$ cat config.mk
export PLATFORM = sky130hd
export DESIGN_NAME = div_issue_flat
export DESIGN_NICKNAME = d
export VERILOG_FILES = /design/src/rtl/div_issue_pkg.sv /design/src/rtl/div_issue_if.sv /design/src/rtl/div_issue.sv /design/src/flat_wrapper.sv
export SDC_FILE = /design/constraint.sdc
export NUM_CORES = 1
export LEC_CHECK = 0
export ABC_AREA = 0
export BUFFER_PORTS_ARGS = -buffer_cell sky130_fd_sc_hd__clkbuf_2
export CAP_MARGIN = 30
export CORE_MARGIN = 1.5
export CORE_UTILIZATION = 47
export CTS_BUF_LIST = sky130_fd_sc_hd__clkbuf_4 sky130_fd_sc_hd__clkbuf_8 sky130_fd_sc_hd__clkbuf_16
export DETAILED_ROUTE_END_ITERATION = 8
export PLACE_DENSITY_LB_ADDON = 0.2
export SKIP_LAST_GASP = 1
export SYNTH_ARGS = -nofsm -noshare
export SYNTH_HDL_FRONTEND = slang
export SYNTH_SLANG_ARGS = --single-unit
$ cat constraint.sdc
create_clock -name clk -period 1.65 [get_ports clk]
set_input_delay 0.0825 -clock clk [delete_from_list [all_inputs] [get_ports clk]]
set_output_delay 0.0825 -clock clk [all_outputs]
set_load 0.05 [all_outputs]
$ cat src/rtl/div_issue_pkg.sv
// div_issue_pkg: shared definitions for the divider issue logic.
//   RegBus / DoubleRegBus : operand and {remainder, quotient} widths
//   ZeroWord              : all-zero register word
//   DivStart / DivStop    : levels of the divider start line
//   state_t               : issue FSM states (IDLE, BUSY, DONE)
package div_issue_pkg;

  localparam int RegBus       = 32;
  localparam int DoubleRegBus = 64;

  localparam logic [RegBus-1:0] ZeroWord = '0;

  localparam logic DivStart = 1'b1;
  localparam logic DivStop  = 1'b0;

  typedef enum logic [1:0] {
    IDLE = 2'd0,
    BUSY = 2'd1,
    DONE = 2'd2
  } state_t;

endpackage

$ cat src/rtl/div_issue_if.sv
// div_issue_if: start/annul/operand handshake between the EX-stage issue
// logic (master) and the multi-cycle divider (slave).
//   div_start_o  : keep high to run a divide; dropping it idles the divider
//   div_annul_o  : one-cycle cancel of the running divide
//   div_signed_o : 1 = signed divide
//   div_op1_o    : dividend, held stable for the whole operation
//   div_op2_o    : divisor, held stable for the whole operation
//   div_result_i : {remainder, quotient}, valid while div_ready_i is high
//   div_ready_i  : result available
// Handshake: the master raises div_start_o with operands valid and keeps
// start and operands unchanged until it samples div_ready_i high (or it
// annuls); the slave keeps div_ready_i/div_result_i valid until start drops.
interface div_issue_if;
  import div_issue_pkg::*;

  logic                    div_start_o;
  logic                    div_annul_o;
  logic                    div_signed_o;
  logic [RegBus-1:0]       div_op1_o;
  logic [RegBus-1:0]       div_op2_o;
  logic [DoubleRegBus-1:0] div_result_i;
  logic                    div_ready_i;

  modport master (
    output div_start_o, div_annul_o, div_signed_o, div_op1_o, div_op2_o,
    input  div_result_i, div_ready_i
  );

  modport slave (
    input  div_start_o, div_annul_o, div_signed_o, div_op1_o, div_op2_o,
    output div_result_i, div_ready_i
  );

endinterface

$ cat src/rtl/div_issue.sv
// div_issue: EX-stage initiator for the multi-cycle divider (DIV/DIVU).
// Latches operands on issue, stalls the pipeline while the divide runs,
// cancels it on flush or timeout, and presents HI/LO with a write strobe.
//   clk, rst      : clock, synchronous active-high reset
//   op_valid_i    : DIV/DIVU present in EX;  op_signed_i : 1 = DIV
//   rs_i, rt_i    : dividend, divisor
//   flush_i       : pipeline flush;  hold_i : downstream stall of EX
//   stall_req_o   : stall request;  hi_o/lo_o : remainder/quotient
//   whilo_o       : HI/LO write enable;  err_o : sticky timeout flag
//   div           : divider handshake (master side)
//   dbg_state     : current FSM state
module div_issue
  import div_issue_pkg::*;
#(
  parameter int TIMEOUT = 40,
  parameter int CNT_W   = 6
) (
  input  logic              clk,
  input  logic              rst,
  input  logic              op_valid_i,
  input  logic              op_signed_i,
  input  logic [RegBus-1:0] rs_i,
  input  logic [RegBus-1:0] rt_i,
  input  logic              flush_i,
  input  logic              hold_i,
  output logic              stall_req_o,
  output logic [RegBus-1:0] hi_o,
  output logic [RegBus-1:0] lo_o,
  output logic              whilo_o,
  output logic              err_o,
  div_issue_if.master       div,
  output state_t            dbg_state
);

  state_t             state, state_n;
  logic [CNT_W-1:0]   cnt, cnt_n;
  logic [RegBus-1:0]  op1_q, op2_q, hi_q, lo_q;
  logic               signed_q;
  logic               err_q;
  logic               latch_op, latch_res, set_err;
  logic               start, annul;

  always_ff @(posedge clk) begin
    if (rst) begin
      state    <= IDLE;
      cnt      <= '0;
      op1_q    <= ZeroWord;
      op2_q    <= ZeroWord;
      signed_q <= 1'b0;
      hi_q     <= ZeroWord;
      lo_q     <= ZeroWord;
      err_q    <= 1'b0;
    end else begin
      state <= state_n;
      cnt   <= cnt_n;
      if (latch_op) begin
        op1_q    <= rs_i;
        op2_q    <= rt_i;
        signed_q <= op_signed_i;
      end
      if (latch_res) begin
        hi_q <= div.div_result_i[DoubleRegBus-1:RegBus];
        lo_q <= div.div_result_i[RegBus-1:0];
      end
      if (set_err) err_q <= 1'b1;
    end
  end

  always_comb begin
    state_n     = state;
    cnt_n       = cnt;
    stall_req_o = 1'b0;
    start       = DivStop;
    annul       = 1'b0;
    whilo_o     = 1'b0;
    latch_op    = 1'b0;
    latch_res   = 1'b0;
    set_err     = 1'b0;
    case (state)
      IDLE: begin
        if (op_valid_i && !flush_i) begin
          latch_op    = 1'b1;
          start       = DivStart;
          stall_req_o = 1'b1;
          // cnt counts cycles since the issue cycle, so BUSY cycle k sees k
          cnt_n       = CNT_W'(1);
          state_n     = BUSY;
        end
      end
      BUSY: begin
        stall_req_o = 1'b1;
        start       = DivStart;
        cnt_n       = cnt + CNT_W'(1);
        if (flush_i) begin
          annul   = 1'b1;
          start   = DivStop;
          cnt_n   = '0;
          state_n = IDLE;
        end else if (div.div_ready_i) begin
          latch_res = 1'b1;
          cnt_n     = '0;
          state_n   = DONE;
        end else if (cnt == CNT_W'(TIMEOUT)) begin
          annul   = 1'b1;
          start   = DivStop;
          set_err = 1'b1;
          cnt_n   = '0;
          state_n = IDLE;
        end
      end
      DONE: begin
        // start stays low here, which returns the divider to idle before
        // any following DIV can issue
        whilo_o = !flush_i;
        if (flush_i || !hold_i) state_n = IDLE;
      end
      default: state_n = IDLE;
    endcase
  end

  // Operands bypass the registers only in the issue cycle.
  assign div.div_start_o  = start;
  assign div.div_annul_o  = annul;
  assign div.div_signed_o = latch_op ? op_signed_i : signed_q;
  assign div.div_op1_o    = latch_op ? rs_i : op1_q;
  assign div.div_op2_o    = latch_op ? rt_i : op2_q;

  assign hi_o      = (state == DONE) ? hi_q : ZeroWord;
  assign lo_o      = (state == DONE) ? lo_q : ZeroWord;
  assign err_o     = err_q;
  assign dbg_state = state;

endmodule

$ cat src/flat_wrapper.sv
// flat-port wrapper written by rule: the top's interface ports become plain ports
module div_issue_flat import div_issue_pkg::*;
#(
  parameter int TIMEOUT = 40,
  parameter int CNT_W   = 6
)
  (clk, rst, op_valid_i, op_signed_i, rs_i, rt_i, flush_i, hold_i, stall_req_o, hi_o, lo_o, whilo_o, err_o, dbg_state, div_div_start_o, div_div_annul_o, div_div_signed_o, div_div_op1_o, div_div_op2_o, div_div_result_i, div_div_ready_i);
  div_issue_if div_i ();
  input  logic clk;
  input  logic rst;
  input  logic op_valid_i;
  input  logic op_signed_i;
  input  logic [RegBus-1:0] rs_i;
  input  logic [RegBus-1:0] rt_i;
  input  logic flush_i;
  input  logic hold_i;
  output logic stall_req_o;
  output logic [RegBus-1:0] hi_o;
  output logic [RegBus-1:0] lo_o;
  output logic whilo_o;
  output logic err_o;
  output state_t dbg_state;
  output wire logic [$bits(div_i.div_start_o)-1:0] div_div_start_o;
  output wire logic [$bits(div_i.div_annul_o)-1:0] div_div_annul_o;
  output wire logic [$bits(div_i.div_signed_o)-1:0] div_div_signed_o;
  output wire logic [$bits(div_i.div_op1_o)-1:0] div_div_op1_o;
  output wire logic [$bits(div_i.div_op2_o)-1:0] div_div_op2_o;
  input wire logic [$bits(div_i.div_result_i)-1:0] div_div_result_i;
  input wire logic [$bits(div_i.div_ready_i)-1:0] div_div_ready_i;
  assign div_div_start_o = div_i.div_start_o;
  assign div_div_annul_o = div_i.div_annul_o;
  assign div_div_signed_o = div_i.div_signed_o;
  assign div_div_op1_o = div_i.div_op1_o;
  assign div_div_op2_o = div_i.div_op2_o;
  assign div_i.div_result_i = div_div_result_i;
  assign div_i.div_ready_i = div_div_ready_i;
  div_issue #(.TIMEOUT(TIMEOUT), .CNT_W(CNT_W)) u_core (.clk(clk), .rst(rst), .op_valid_i(op_valid_i), .op_signed_i(op_signed_i), .rs_i(rs_i), .rt_i(rt_i), .flush_i(flush_i), .hold_i(hold_i), .stall_req_o(stall_req_o), .hi_o(hi_o), .lo_o(lo_o), .whilo_o(whilo_o), .err_o(err_o), .div(div_i), .dbg_state(dbg_state));
endmodule
Yosys cells after proc, flatten, opt, wreduce, memory -nomap -nowiden

Index checks and enable logic that the tools add are counted.

$add $sub $neg: 1
Bitwise operators: 0
Mux-type cells: 33
$mul: 0
Magnitude comparators: 0
Equality and inequality tests: 6
Div/mod/pow operators: 0
Reductions and logical operators: 8
Shift operators: 0

Operators by type and width:

| kind                                                                    | number |
|---|---|
| 32-bit two-way mux                                                      | 4 |
| 6-bit two-way mux                                                       | 4 |
| 1-bit two-way mux                                                       | 16 |
| 6-bit one-hot mux with 2 select lines                                   | 1 |
| 2-bit two-way mux                                                       | 5 |
| 6-bit by 1-bit adder with 6-bit output, second input constant           | 1 |
| 6-bit == test, second input constant                                    | 1 |
| 2-bit one-hot mux with 3 select lines                                   | 1 |
| 2-bit by 1-bit inequality test with 1-bit output, second input constant | 2 |
| 4-bit by 3-bit inequality test with 1-bit output, second input constant | 1 |
| 1-bit one-hot mux with 2 select lines                                   | 2 |
| 3-bit AND reduction                                                     | 1 |
| 2-bit by 1-bit == test with 1-bit output, second input constant         | 1 |
| 2-bit == test, second input constant                                    | 1 |
| 1-bit zero test                                                         | 2 |
| 2-bit zero test                                                         | 1 |
| 2-bit AND reduction                                                     | 1 |
| 2-bit nonzero test                                                      | 1 |
| 1-bit logical AND                                                       | 1 |
| 1-bit logical OR                                                        | 1 |

Latch bits: 0
Memories: 0
RAM bits: 0
Flip-flop bits (word level): 138
ROM bits: 0
Output and inout port bits: 136
Word-level logic and storage cells: 56

Logic depth before layout (Yosys ltp)

Depth after elaboration: 5
Gate-level depth with buffers: 7
Depth with buffers taken out: 6

Worst setup path before layout

OpenSTA, ideal clock, no wires.

Path kind: register to output
Start: register u_core.state[1], in the netlist u_core.dbg_state[1]
End: output port whilo_o
Cell stages (with the launch flop): 4
Path slack: -0.438 ns
Data arrival time: 2.005 ns
Buffers on the path: 1
Cells stage by stage: dfxtp_1 buf_6 inv_1 nor3_1

Word-level cells in the longest chain between the ends: 2

Ends and longest elaborated chain:

| item                   | RTL line           | RTL |
|---|---|---|
| start, declared        | div_issue.sv:35    | `state_t state, state_n;` |
| start signal, assigned | div_issue.sv:54    | `state <= state_n;` |
| 2-bit == test          | div_issue.sv:79    | `case (state)` |
| 1-bit two-way mux      | div_issue.sv:79    |  |
| end, declared          | flat_wrapper.sv:20 | `output logic whilo_o;` |

No other way between the ends.

Worst setup path in the final report

Start: register u_core.state[0], in the netlist u_core.dbg_state[0]
End: output port div_div_op2_o[27]

Word-level cells in the longest chain between the ends: 3

Ends and longest elaborated chain:

| item               | RTL line           | RTL |
|---|---|---|
| 2-bit zero test    | div_issue.sv:79    |  |
| 1-bit two-way mux  | div_issue.sv:79    |  |
| 32-bit two-way mux | div_issue.sv:126   | `assign div.div_op2_o = latch_op ? rt_i : op2_q;` |
| end, declared      | flat_wrapper.sv:27 | `output wire logic [$bits(div_i.div_op2_o)-1:0] div_div_op2_o;` |

No other way between the ends.

==> flow_summary.yaml <==
sta:
  finClkSkew_ns: 0.0121
  whs_ns: 0.0137
  fin_setup_tns_ns: -21.73
  hold_viol: 0
  fin_crit_sh_pct: 117
  setup_slack_ns: -0.288
  worst_slew_pin_slew_ns: 0.414
  period_needed_ns: 1.94
  slew_headroom_pct: 72.3
  setup-violations-final: 134
  max_freq_mhz: 516
  final_max_slew_viol_count: 0
  rsz0062_at_grt: "yes"
critical_path:
  rr_worst_depth: 9
  crit_fanout: 11
  cp-end-kind: "output port"
  r2r-end: "u_core.cnt[4]$_SDFFE_PP0P_"
  cp-endpoint: "div_div_op2_o[27]"
  cp_cell_sequence: "nor3_4 > buf_12 > buf_4 > mux2_4 > clkbuf_4"
  critPathLaunchType: "flop"
  cpPeakStageDelay_ns: 0.35
  rrSetupSlack_ns: -0.08
  worstPathArrival_ns: 1.86
  crit_type: "flop to output port"
  critPathTopFamily: "buffers and inverters"
  crit_path_top_delay_cell: "dfxtp_4"
  crit_buf_inv: 3
  path_depth: 5
  crit_required_ns: 1.57
  worstReg2RegStart: "u_core.dbg_state[0]$_SDFFE_PP0P_"
  startpoint: "u_core.dbg_state[0]$_SDFFE_PP0P_"
route:
  num_vias: 6102
  wl_per_cell_um: 18.9
  antenna_left: 0
  dr.pass1.iters: 7
  drt_iter0_drc: 362
  drt_wl_total_mm: 22.1
  vias_per_cell: 5.22
  drc: 0
run_status:
  status: "finished with violations"
  violations: "setup timing"
place:
  io_buffer_count: 270
  gp_congestion: 0.769
  dpl_worst_slack_ns: 0.0340
  dp_hpwl_mm: 11.2
power_and_ir_drop:
  internal_power_uw: 6700
  ir_drop_v: 0.000715
  power_frac_comb_pct: 22.1
  p_clk_share_pct: 40.2
  powerDensity_nw_per_um2: 892
  p_seq_share_pct: 37.8
  switching_share_pct: 27.6
  power.leakage_uw: 0.00487
  switching_power_uw: 2560
layout:
  diodes: 0
  num-nets-final: 1121
  mostFrequentLayoutCells: "clkbuf_2, dfxtp_1, nand2_1"
  area_growth_pct: 70.7
  seq_area_sq_um: 2770
  multi_input_area_sq_um: 3120
  drive_gt1_share_pct: 47.2
  layout_commonest_cell: "clkbuf_2"
  fillCellCount: 676
yosys:
  ys_warn_count: 0
  yosys.area.top_type: "dfxtp_1"
  synthesis.nets: 765
  seq_area_frac_synth_pct: 45.5
  synth_compound_area_share_pct: 7.06
  synth_top_family_by_area: "simple AND/OR/NAND/NOR gates"
  synthMuxAreaShare_pct: 15.1
  syn_avg_cell_area_sq_um: 9.68
  ys.flop_type: "dfxtp_1"
  synth_cell_types: 40
  syn_area_sq_um: 6080
  synth_area_leaders: "dfxtp_1, mux2_4, nand2_1, and3_1, and2b_1"
  synth_seq_cells: 138
  synth_edf_count: 0
  synthArstFlopShare_pct: 0
  synth_top_area_share_pct: 45.5
  synth_xor_area_share_pct: 0.576
  synthCells: 628
  synth_fa_ha_area_share_pct: 0.412
  synthSimpleGateAreaFrac_pct: 25.1
grt:
  grt_pass1_wl_mm: 28.5
  gr-total-overflow: 0
  grt_antenna_before_repair: 0
  grt_pass1_vias: 5766
  grt_max_degree: 59
  grtUsageTotal_pct: 27.4
die:
  die_w_um: 117
  start_util_pct: 48.2
  io_pins: 271
  core.rowCount: 41
  fp.coreArea_sq_um: 12600
  die_h_um: 117
  die_area_sq_um: 13600
clock_tree:
  clock_path_buffers: 2
  htreeDepth: 4
  cts_made_buffers: 17
  clock_sinks: 138
  ctsRootBufferMaster: "clkbuf_16"
  clock_latency_ns: 0.42
  clk_pin_slew_ns: 0.05
  cts_tree: "built"
worst_hold_path:
  hold_path.class: "input pin to flop"
  hold_path_startpoint: "rs_i[19]"
run:
  cap_violations: 0
[timing repair]
action / CTS / global route
cloned: 1 / 7
buffers inserted: 13 / 13
resized for setup: 210 / 170
setup endpoints to repair: 132 / 136
endpoints found under the hold margin: 64 / 0
pin swaps: 2 / 5
hold buffers: 64 / 0
[per-stage QoR]
stage | area (sq um) | power [uW] | std cells | util [%]
floorplan | 6090 | 4670 | 628 | -
global placement | 7570 | 5030 | 1041 | 60.0
detailed placement | 7570 | 5060 | 1041 | 60.0
CTS | 9720 | 9060 | 1151 | 77.0
global route | 10400 | 9560 | 1169 | 82.2
finish | 10400 | 9260 | 1169 | 82.2
[worst min path at each step]
stage | cells after the start | end | slack [ns]
final | 3 | u_core.op1_q[19]$_SDFF_PP0_ | 0.01
after global routing | 3 | u_core.op2_q[7]$_SDFF_PP0_ | 0.01
after global placement | 3 | u_core.hi_q[23]$_SDFFE_PP0P_ | 0.30
after floorplan | 2 | u_core.hi_q[0]$_SDFFE_PP0P_ | 0.22
after CTS | 3 | u_core.op1_q[3]$_SDFF_PP0_ | 0.001
after detailed placement | 3 | u_core.hi_q[30]$_SDFFE_PP0P_ | 0.31
[cells by family (layout without fill, tap and decap cells)]
group / Yosys count / count (layout)
buffers and inverters: 58 / 427
muxes: 65 / 65
and+or+nand+nor: 281 / 281
AOI/OAI and AO/OA: 80 / 80
adders and majority gates: 2 / 2
DFF: 138 / 138
xor gates and xnor gates: 4 / 4
[layout make-up]
cell class	instances	share of cell area [%]
Sequential cell	138	26.7
Inverter	5	0.434
Multi-Input combinational cell	432	30.1
Clock buffer	20	4.44
Tap cell	172	2.07
Clock inverter	12	1.18
Timing Repair Buffer	390	35.1
[routing by layer]
layer / share of wire (%) / global-route usage [%] / routed length (um) / up-vias
li1: - / - / - / 2801
met1: 35 / 28.0 / 7730 / 2861
met2: 53 / 50.4 / 11600 / 368
met3: 8.8 / 9.08 / 1950 / 72
met4: 3.5 / 12.6 / 768 / 0
met5: 0 / 0 / 0 / -
[power groups by stage]
stage          registers (uW)  clock network (uW)  logic (uW)
6_report                 3500                3720        2040
3_5_place_dp             3570                   0        1490
3_3_place_gp             3560                   0        1470
2_1_floorplan            3560                   0        1100
4_1_cts                  3490                3750        1820
5_1_grt                  3500                3920        2140
[flip-flops by register name, indices dropped and copies added (netlist names)]
signal / flops
u_core.signed_q: 1
u_core.op2_q: 32
u_core.cnt: 6
u_core.err_o: 1
u_core.op1_q: 32
u_core.hi_q: 32
u_core.dbg_state: 2
u_core.lo_q: 32
[Yosys cell counts, drive strengths merged, types with 2 or more instances]
cell type and count:
dfxtp 138, nand2 129, a21oi 68, mux2 65
and3 64, and2b 50, clkbuf 28, buf 25
nor2b 17, nor2 7, inv 5, nor3 4
a211oi 3, nand2b 3, xor2 3, ha 2
o21ai 2, o21bai 2
[worst min-delay path, delay by kind of cell]
family                 cells  cell delay [ns]
multiplexers               1             0.13
AND/OR/NAND/NOR            1             0.10
buffers and inverters      1             0.08
Power figures use the tool's default switching activity.
